`config.mk`:
```
export PLATFORM = sky130hd
export DESIGN_NAME = sna_resp_arbiter_flat
export DESIGN_NICKNAME = d
export VERILOG_FILES = /design/src/rtl/sna_resp_arbiter_if.sv /design/src/rtl/sna_resp_arbiter.sv /design/src/flat_wrapper.sv
export SDC_FILE = /design/constraint.sdc
export NUM_CORES = 1
export LEC_CHECK = 0
export ABC_AREA = 1
export CAP_MARGIN = 20
export CORE_MARGIN = 2
export CORE_UTILIZATION = 45
export DETAILED_ROUTE_END_ITERATION = 6
export GPL_TIMING_DRIVEN = 1
export PLACE_DENSITY = 0.8
export SYNTH_ARGS = -nofsm -noshare
export SYNTH_HDL_FRONTEND = slang
export SYNTH_SLANG_ARGS = --single-unit
```
`constraint.sdc`:
```
create_clock -name clock -period 2 [get_ports clock]
set_clock_uncertainty 0.1 [all_clocks]
set_input_delay 0.2 -clock clock [delete_from_list [all_inputs] [get_ports clock]]
set_output_delay 0.2 -clock clock [all_outputs]
set_load 0.05 [all_outputs]
```
`src/rtl/sna_resp_arbiter_if.sv`:
```
`default_nettype none
// ============================================================================
// Module   : sna_resp_arbiter_if
// Purpose  : Bundles the read/write response handshakes, VC status vectors
//            and the router-side flit port of sna_resp_arbiter.
// Ports    : (interface signals)
//   rvalid, r_header, r_tail  -> read-response packet offered
//   rready                    <- one-cycle accept pulse for read response
//   bvalid, b_header, b_tail  -> write-response packet offered
//   bready                    <- one-cycle accept pulse for write response
//   is_allocatable            -> per-VC "free for a new packet"
//   is_on_off                 -> per-VC "downstream accepts a flit"
//   noc_data, is_valid        <- flit to router and its qualifier
//   vc_sel                    <- one-hot VC of the packet in flight
//   busy                      <- arbiter is not idle
// Modports : master = response sources / router side, slave = arbiter.
// Revision : 1.0 - initial release
// ============================================================================
interface sna_resp_arbiter_if #(
  parameter int FLIT_W = 37,
  parameter int NUM_VC = 8
);
  logic              rvalid;
  logic [FLIT_W-1:0] r_header;
  logic [FLIT_W-1:0] r_tail;
  logic              rready;

  logic              bvalid;
  logic [FLIT_W-1:0] b_header;
  logic [FLIT_W-1:0] b_tail;
  logic              bready;

  logic [NUM_VC-1:0] is_allocatable;
  logic [NUM_VC-1:0] is_on_off;

  logic [FLIT_W-1:0] noc_data;
  logic              is_valid;
  logic [NUM_VC-1:0] vc_sel;
  logic              busy;

  modport master (
    output rvalid, r_header, r_tail,
    input  rready,
    output bvalid, b_header, b_tail,
    input  bready,
    output is_allocatable, is_on_off,
    input  noc_data, is_valid, vc_sel, busy
  );

  modport slave (
    input  rvalid, r_header, r_tail,
    output rready,
    input  bvalid, b_header, b_tail,
    output bready,
    input  is_allocatable, is_on_off,
    output noc_data, is_valid, vc_sel, busy
  );
endinterface
`default_nettype wire

```
`src/rtl/sna_resp_arbiter.sv`:
```
`default_nettype none
// ============================================================================
// Module   : sna_resp_arbiter
// Purpose  : Round-robin arbiter between the read-response and write-response
//            channels. The winning packet (header + tail flit) is accepted
//            with a one-cycle ready pulse, locked to the lowest free VC and
//            sent to the NoC router one flit at a time, honouring the per-VC
//            on/off flow control.
// Ports    :
//   clock   in  single clock, rising edge
//   resetn  in  synchronous active-low reset
//   bus     slave modport of sna_resp_arbiter_if (handshakes, VC status,
//           flit output, vc_sel, busy)
// Revision : 1.0 - initial release
// ============================================================================
module sna_resp_arbiter #(
  parameter int FLIT_W = 37,
  parameter int NUM_VC = 8
) (
  input  wire logic         clock,
  input  wire logic         resetn,
  sna_resp_arbiter_if.slave bus
);

  typedef enum logic [1:0] {
    ST_IDLE   = 2'd0,
    ST_ACCEPT = 2'd1,
    ST_HEAD   = 2'd2,
    ST_TAIL   = 2'd3
  } state_t;

  state_t            state_q;
  logic              rready_q;
  logic              bready_q;
  logic              is_valid_q;
  logic              busy_q;
  logic [FLIT_W-1:0] noc_data_q;
  logic [NUM_VC-1:0] vc_sel_q;
  logic [FLIT_W-1:0] head_q;
  logic [FLIT_W-1:0] tail_q;
  logic              grant_b_q;   // channel granted in the current packet: 1 = B
  logic              last_b_q;    // channel of the last completed accept: 1 = B

  logic              req_d;
  logic              grant_b_d;
  logic [NUM_VC-1:0] vc_lock_d;
  logic              grant_valid;
  logic              vc_open;

  // Lowest-index free VC as a one-hot vector. Scanning from the top down
  // lets the lowest set bit overwrite any higher one.
  always_comb begin
    vc_lock_d = '0;
    for (int i = NUM_VC - 1; i >= 0; i--) begin
      if (bus.is_allocatable[i]) begin
        vc_lock_d    = '0;
        vc_lock_d[i] = 1'b1;
      end
    end
  end

  // A request needs a packet on either channel and at least one free VC.
  assign req_d = (bus.rvalid | bus.bvalid) & (|bus.is_allocatable);

  // B wins when it is alone, or on a tie when R was the last channel served.
  assign grant_b_d = bus.bvalid & (~bus.rvalid | ~last_b_q);

  // The granted source must still be offering its packet during ACCEPT.
  assign grant_valid = grant_b_q ? bus.bvalid : bus.rvalid;

  // Flow control is only ever looked at for the locked VC.
  assign vc_open = |(bus.is_on_off & vc_sel_q);

  always_ff @(posedge clock) begin
    if (!resetn) begin
      state_q    <= ST_IDLE;
      rready_q   <= 1'b0;
      bready_q   <= 1'b0;
      is_valid_q <= 1'b0;
      busy_q     <= 1'b0;
      noc_data_q <= '0;
      vc_sel_q   <= '0;
      head_q     <= '0;
      tail_q     <= '0;
      grant_b_q  <= 1'b0;
      last_b_q   <= 1'b1;   // so that R wins the first tie
    end else begin
      // Ready and flit-valid are single-cycle pulses unless re-asserted below.
      rready_q   <= 1'b0;
      bready_q   <= 1'b0;
      is_valid_q <= 1'b0;

      case (state_q)
        ST_IDLE: begin
          if (req_d) begin
            state_q   <= ST_ACCEPT;
            grant_b_q <= grant_b_d;
            rready_q  <= ~grant_b_d;
            bready_q  <= grant_b_d;
            vc_sel_q  <= vc_lock_d;
            busy_q    <= 1'b1;
          end else begin
            // Also clears the VC held through the previous tail cycle.
            vc_sel_q <= '0;
            busy_q   <= 1'b0;
          end
        end

        ST_ACCEPT: begin
          if (grant_valid) begin
            head_q   <= grant_b_q ? bus.b_header : bus.r_header;
            tail_q   <= grant_b_q ? bus.b_tail   : bus.r_tail;
            last_b_q <= grant_b_q;
            // The header can leave straight from the capture edge when the
            // VC is open; this keeps the request-to-header latency at two.
            if (vc_open) begin
              noc_data_q <= grant_b_q ? bus.b_header : bus.r_header;
              is_valid_q <= 1'b1;
              state_q    <= ST_TAIL;
            end else begin
              state_q    <= ST_HEAD;
            end
          end else begin
            // Source withdrew: drop the grant, keep the round-robin history.
            state_q  <= ST_IDLE;
            vc_sel_q <= '0;
            busy_q   <= 1'b0;
          end
        end

        ST_HEAD: begin
          if (vc_open) begin
            noc_data_q <= head_q;
            is_valid_q <= 1'b1;
            state_q    <= ST_TAIL;
          end
        end

        ST_TAIL: begin
          if (vc_open) begin
            noc_data_q <= tail_q;
            is_valid_q <= 1'b1;
            state_q    <= ST_IDLE;
            busy_q     <= 1'b0;
          end
        end

        default: begin
          state_q <= ST_IDLE;
        end
      endcase
    end
  end

  assign bus.rready   = rready_q;
  assign bus.bready   = bready_q;
  assign bus.noc_data = noc_data_q;
  assign bus.is_valid = is_valid_q;
  assign bus.vc_sel   = vc_sel_q;
  assign bus.busy     = busy_q;

endmodule
`default_nettype wire

```
`src/flat_wrapper.sv`:
```
// flat-port wrapper written by rule: the top's interface ports become plain ports
module sna_resp_arbiter_flat 
#(
  parameter int FLIT_W = 37,
  parameter int NUM_VC = 8
)
  (clock, resetn, bus_rvalid, bus_r_header, bus_r_tail, bus_rready, bus_bvalid, bus_b_header, bus_b_tail, bus_bready, bus_is_allocatable, bus_is_on_off, bus_noc_data, bus_is_valid, bus_vc_sel, bus_busy);
  sna_resp_arbiter_if #(.FLIT_W(FLIT_W), .NUM_VC(NUM_VC)) bus_i ();
  input  wire logic clock;
  input  wire logic resetn;
  input wire logic [$bits(bus_i.rvalid)-1:0] bus_rvalid;
  input wire logic [$bits(bus_i.r_header)-1:0] bus_r_header;
  input wire logic [$bits(bus_i.r_tail)-1:0] bus_r_tail;
  output wire logic [$bits(bus_i.rready)-1:0] bus_rready;
  input wire logic [$bits(bus_i.bvalid)-1:0] bus_bvalid;
  input wire logic [$bits(bus_i.b_header)-1:0] bus_b_header;
  input wire logic [$bits(bus_i.b_tail)-1:0] bus_b_tail;
  output wire logic [$bits(bus_i.bready)-1:0] bus_bready;
  input wire logic [$bits(bus_i.is_allocatable)-1:0] bus_is_allocatable;
  input wire logic [$bits(bus_i.is_on_off)-1:0] bus_is_on_off;
  output wire logic [$bits(bus_i.noc_data)-1:0] bus_noc_data;
  output wire logic [$bits(bus_i.is_valid)-1:0] bus_is_valid;
  output wire logic [$bits(bus_i.vc_sel)-1:0] bus_vc_sel;
  output wire logic [$bits(bus_i.busy)-1:0] bus_busy;
  assign bus_i.rvalid = bus_rvalid;
  assign bus_i.r_header = bus_r_header;
  assign bus_i.r_tail = bus_r_tail;
  assign bus_rready = bus_i.rready;
  assign bus_i.bvalid = bus_bvalid;
  assign bus_i.b_header = bus_b_header;
  assign bus_i.b_tail = bus_b_tail;
  assign bus_bready = bus_i.bready;
  assign bus_i.is_allocatable = bus_is_allocatable;
  assign bus_i.is_on_off = bus_is_on_off;
  assign bus_noc_data = bus_i.noc_data;
  assign bus_is_valid = bus_i.is_valid;
  assign bus_vc_sel = bus_i.vc_sel;
  assign bus_busy = bus_i.busy;
  sna_resp_arbiter #(.FLIT_W(FLIT_W), .NUM_VC(NUM_VC)) u_core (.clock(clock), .resetn(resetn), .bus(bus_i));
endmodule
```
==> results of run 1 <==
-- power by group --
group	switching [mW]	leakage, nW	internal, mW
Clock	1.12	0.302	2.14
Combinational	1.72	2.25	1.00
Sequential	0.197	1.03	2.87
-- kinds of logic after synthesis --
| family | after synthesis |
|---|---|
| multiplexers | 7 |
| buffers and inverters | 108 |
| flip-flops | 127 |
| AO/OA/AOI/OAI | 186 |
| AND/OR/NAND/NOR | 479 |
-- per-stage QoR --
stage / area (um^2) / util, %
after floorplan: 6070 / -
after global placement: 8360 / 63.4
after detailed placement: 8360 / 63.4
after CTS: 8980 / 68.1
after global routing: 8980 / 68.1
final: 8980 / 68.1
-- layout by cell type, fill, tap and decap left out, types with 5 or more instances in the layout --
master                              n
sky130_fd_sc_hd__a21oi_1           69
sky130_fd_sc_hd__nor3_1             9
sky130_fd_sc_hd__a211oi_1           7
sky130_fd_sc_hd__inv_2              6
sky130_fd_sc_hd__o21ai_1            8
sky130_fd_sc_hd__nand2_1          324
sky130_fd_sc_hd__o21ai_0           49
sky130_fd_sc_hd__a31oi_1           37
sky130_fd_sc_hd__buf_4             19
sky130_fd_sc_hd__nor2_1            49
sky130_fd_sc_hd__clkbuf_16         17
sky130_fd_sc_hd__buf_12             5
sky130_fd_sc_hd__clkdlybuf4s50_1  215
sky130_fd_sc_hd__o211ai_1          13
sky130_fd_sc_hd__inv_1             33
sky130_fd_sc_hd__nand3_1           90
sky130_fd_sc_hd__mux2i_1            7
sky130_fd_sc_hd__dfxtp_1          125
-- per-layer routing --
metal,vias to the layer above,share of wire [%],track usage (%)
met1,2997,45,37.6
met4,0,2.3,8.82
met3,36,7.5,4.42
li1,3380,-,-
met5,-,0,0
met2,289,45,40.8
-- cell type report --
class / instances / area, um^2 / area share, %
clock inverters: 11 / 164 / 1.82
multi-input cells: 672 / 3050 / 34.0
clock buffers: 20 / 457 / 5.08
flip-flops and latches: 127 / 2550 / 28.4
repair buffers: 240 / 2400 / 26.7
inverters: 39 / 146 / 1.63
well taps: 176 / 220 / 2.45
-- worst min path at each step --
stage	from	slack (ps)	cells past startpoint	endpoint
2_1_floorplan	bus_r_tail[3]	260	2	u_core.tail_q[3]
3_3_place_gp	u_core.head_q[3]	340	2	u_core.head_q[3]
3_5_place_dp	u_core.head_q[8]	350	2	u_core.head_q[8]
4_1_cts	resetn	130	3	u_core.head_q[24]
5_1_grt	resetn	160	3	u_core.head_q[18]
6_report	resetn	140	3	u_core.head_q[15]
-- registers in the layout, indices dropped and copies added, names as in the netlist, named ones only --
register and flops:
u_core.bus.noc_data 37, u_core.bus.vc_sel 8, u_core.bus.bready 1, u_core.bus.is_valid 1, u_core.tail_q 37, u_core.grant_b_q 1, u_core.last_b_q 1, u_core.state_q 1
u_core.bus.rready 1, u_core.bus.busy 1, u_core.head_q 37
==> impl_summary.txt, run 1 <==
----------------------------------------------------
[Drt]
  Drt wl/cell ... 15.0 um
  DR vias/cell ... between 5 and 6
  First-iteration detailed-routing DRC count ... 654
  Routed WL ... around 19000 um
  # DRC ... 0
  ANT nets after route ... 0
  Vias ... roughly 6700
  TritonRoute pass-1 iters ... 5

[Clock tree]
  Clk buf depth ... 2
  Post-CTS Setup Repair Bufs ... 0
  Hold buffer count at cts ... 0
  Number of instances resized during post-cts repair ... 0
  CTS sink cnt ... between 100 and 150
  Total clock buffers created by CTS ... 17
  Library cell used as clock root buffer ... sky130_fd_sc_hd__clkbuf_16
  Clock-pin slew on the worst setup and hold paths ... around 60 ps
  Clock Latency Late Sink ... 400 ps
  H-tree depth ... 4
  TritonCTS clock tree ... done

[Critical path]
  Crit Path Category ... flop to primary output
  Slowest library cell on the worst path ... sky130_fd_sc_hd__clkdlybuf4s50_1
  Number of cells on the worst reg-to-reg path ... 6
  Setup slack on the worst flop-to-flop path ... between 150 and 200 ps
  Capturing element of the worst setup path ... bus_noc_data[11]
  Worst flop-to-flop path endpoint ... u_core.head_q[9]
  Worst stage delay on the critical path ... 860 ps
  Biggest fanout along the worst timing path ... 2
  Data arrival at the endpoint of the critical path ... 1620 ps
  Number of stages on the worst setup path ... 1
  CP Data Required Time ... ~1700 ps
  Count of buffering cells on the critical path with inverters included ... 1
  Cell chain of the critical path ... clkdlybuf4s50_1
  Kind of cell adding the most delay to the critical path ... buffers and inverters
  Launching instance or port of the critical path ... u_core.bus.noc_data[11]
  Kind of launch point of the worst setup path ... flop
  Endpoint kind of the worst setup timing path ... primary output

[Logic synthesis]
  Share of the yosys chip area belonging to registers ... 41.9%
  Simple logic cell fraction of the synthesized area ... 32.1%
  Parity-gate share of the synthesized area counting xor and xnor cells ... 0%
  Multiplexer share of the synthesized area ... 1.16%
  Asr flop ratio synth ... 0%
  Number of enable flip-flop cells after synthesis ... 0
  Commonest cells in the netlist ... 324 x sky130_fd_sc_hd__nand2_1, 127 x sky130_fd_sc_hd__dfxtp_1, 90 x sky130_fd_sc_hd__nand3_1
  Area contributors post-synth ... sky130_fd_sc_hd__dfxtp_1 42%, sky130_fd_sc_hd__nand2_1 20%, sky130_fd_sc_hd__nand3_1 7.4%
  Most frequently used cell type in the post-synthesis netlist ... sky130_fd_sc_hd__nand2_1
  Compound-Gate Fraction of Synth Area ... about 17%
  Post-Syn Area ... roughly 0.0061 mm^2
  Distinct cell type count after synthesis ... 25
  Arithmetic-cell share of the synthesized area counting full adders, half adders and majority gates ... 0%
  Synth Warn # ... 0
  Main combinational cell family by area after synthesis ... simple AND/OR/NAND/NOR gates
  Number of storage elements in the synthesis netlist ... 127
  Library cell occupying the most area in the post-synthesis netlist ... sky130_fd_sc_hd__dfxtp_1
  Area share of the largest cell type after synthesis ... between 40% and 50%
  Post-Synthesis Cells ... between 900 and 1000
  Most used DFF post-synth ... sky130_fd_sc_hd__dfxtp_1
  Syn avg cell area ... roughly 6.7 um^2
  Total nets after synthesis ... 1075

[STA]
  Worst Slack Setup Final ... roughly 77 ps
  Sum Neg Setup Slack ... 0 ps
  RSZ-0062 raised after global routing ... false
  Slew @ Worst Pin ... slightly above 600 ps
  Final count of hold timing violations ... 0
  Final worst path period share ... 96.2%
  Total count of max-transition violations in the final report ... 0
  Worst hold slack ... ~140 ps
  Achievable clock frequency ... between 0.5 and 0.6 GHz
  Headroom to the max-slew limit ... about three fifths
  Min Clock Period, post-route ... between 1500 and 2000 ps
  Setup violators final ... 0

[Floorplan]
  Vertical die dimension ... 120 um
  Count of standard-cell rows ... 42
  CORE AREA ... 0.0132 mm^2
  Initial core utilization ... a little under half
  Full die area ... roughly 0.014 mm^2
  Die boundary width ... 120 um
  Count of pins on the block boundary ... between 200 and 250

[Finish]
  NumNets Final ... between 1000 and 1500
  Area added between synthesis and finish ... 48.1%
  Final cell count without fillers ... ~1300
  Diodes inserted ... 0
  Proportion of layout cells with a drive suffix above 1 ... under 10%
  Fill cell count ... about 1100

[Pwr]
  Total power divided by cell area ... between 1000 and 1500 mW/mm^2
  Largest vdd supply drop ... roughly 0.00081 V
  Total power draw ... 9.04 mW
  Lkg Pwr ... between 3 and 4 nW

[Run status]
  Outcome ... finished, final reports clean

[Global routing]
  Wire length of the first global-routing pass ... a little over 30000 um
  Largest net degree at the start of global routing ... 59
  Congestion Overflow GR ... 0
  Initial antenna violation count ... 0
  Vias in the first global route ... approximately 6000
  Overall routing resource usage ... 26.5%

[Placement]
  Count of port buffers added during placement ... roughly 220
  Pre-CTS setup slack ... 91.2 ps
  Routability congestion estimate ... 0.868
  Number of placed instances, taps included ... 1254
  HPWL after detailed placement ... 13500 um

[Min path]
  Tightest Hold Check Type ... input port to flop

[Job]
  Total of max-cap violations ... 0

----------------------------------------------------
Power figures use the tool's default switching activity.
==> run 2: changes to the inputs <==
--- a/config.mk
+++ b/config.mk
@@ -12,6 +12,7 @@
 export DETAILED_ROUTE_END_ITERATION = 6
 export GPL_TIMING_DRIVEN = 1
 export PLACE_DENSITY = 0.8
+export SLEW_MARGIN = 20
 export SYNTH_ARGS = -nofsm -noshare
 export SYNTH_HDL_FRONTEND = slang
 export SYNTH_SLANG_ARGS = --single-unit
==> results of run 2 <==
Same layout as run 1: the final DEF is identical, and so are final timing and power.
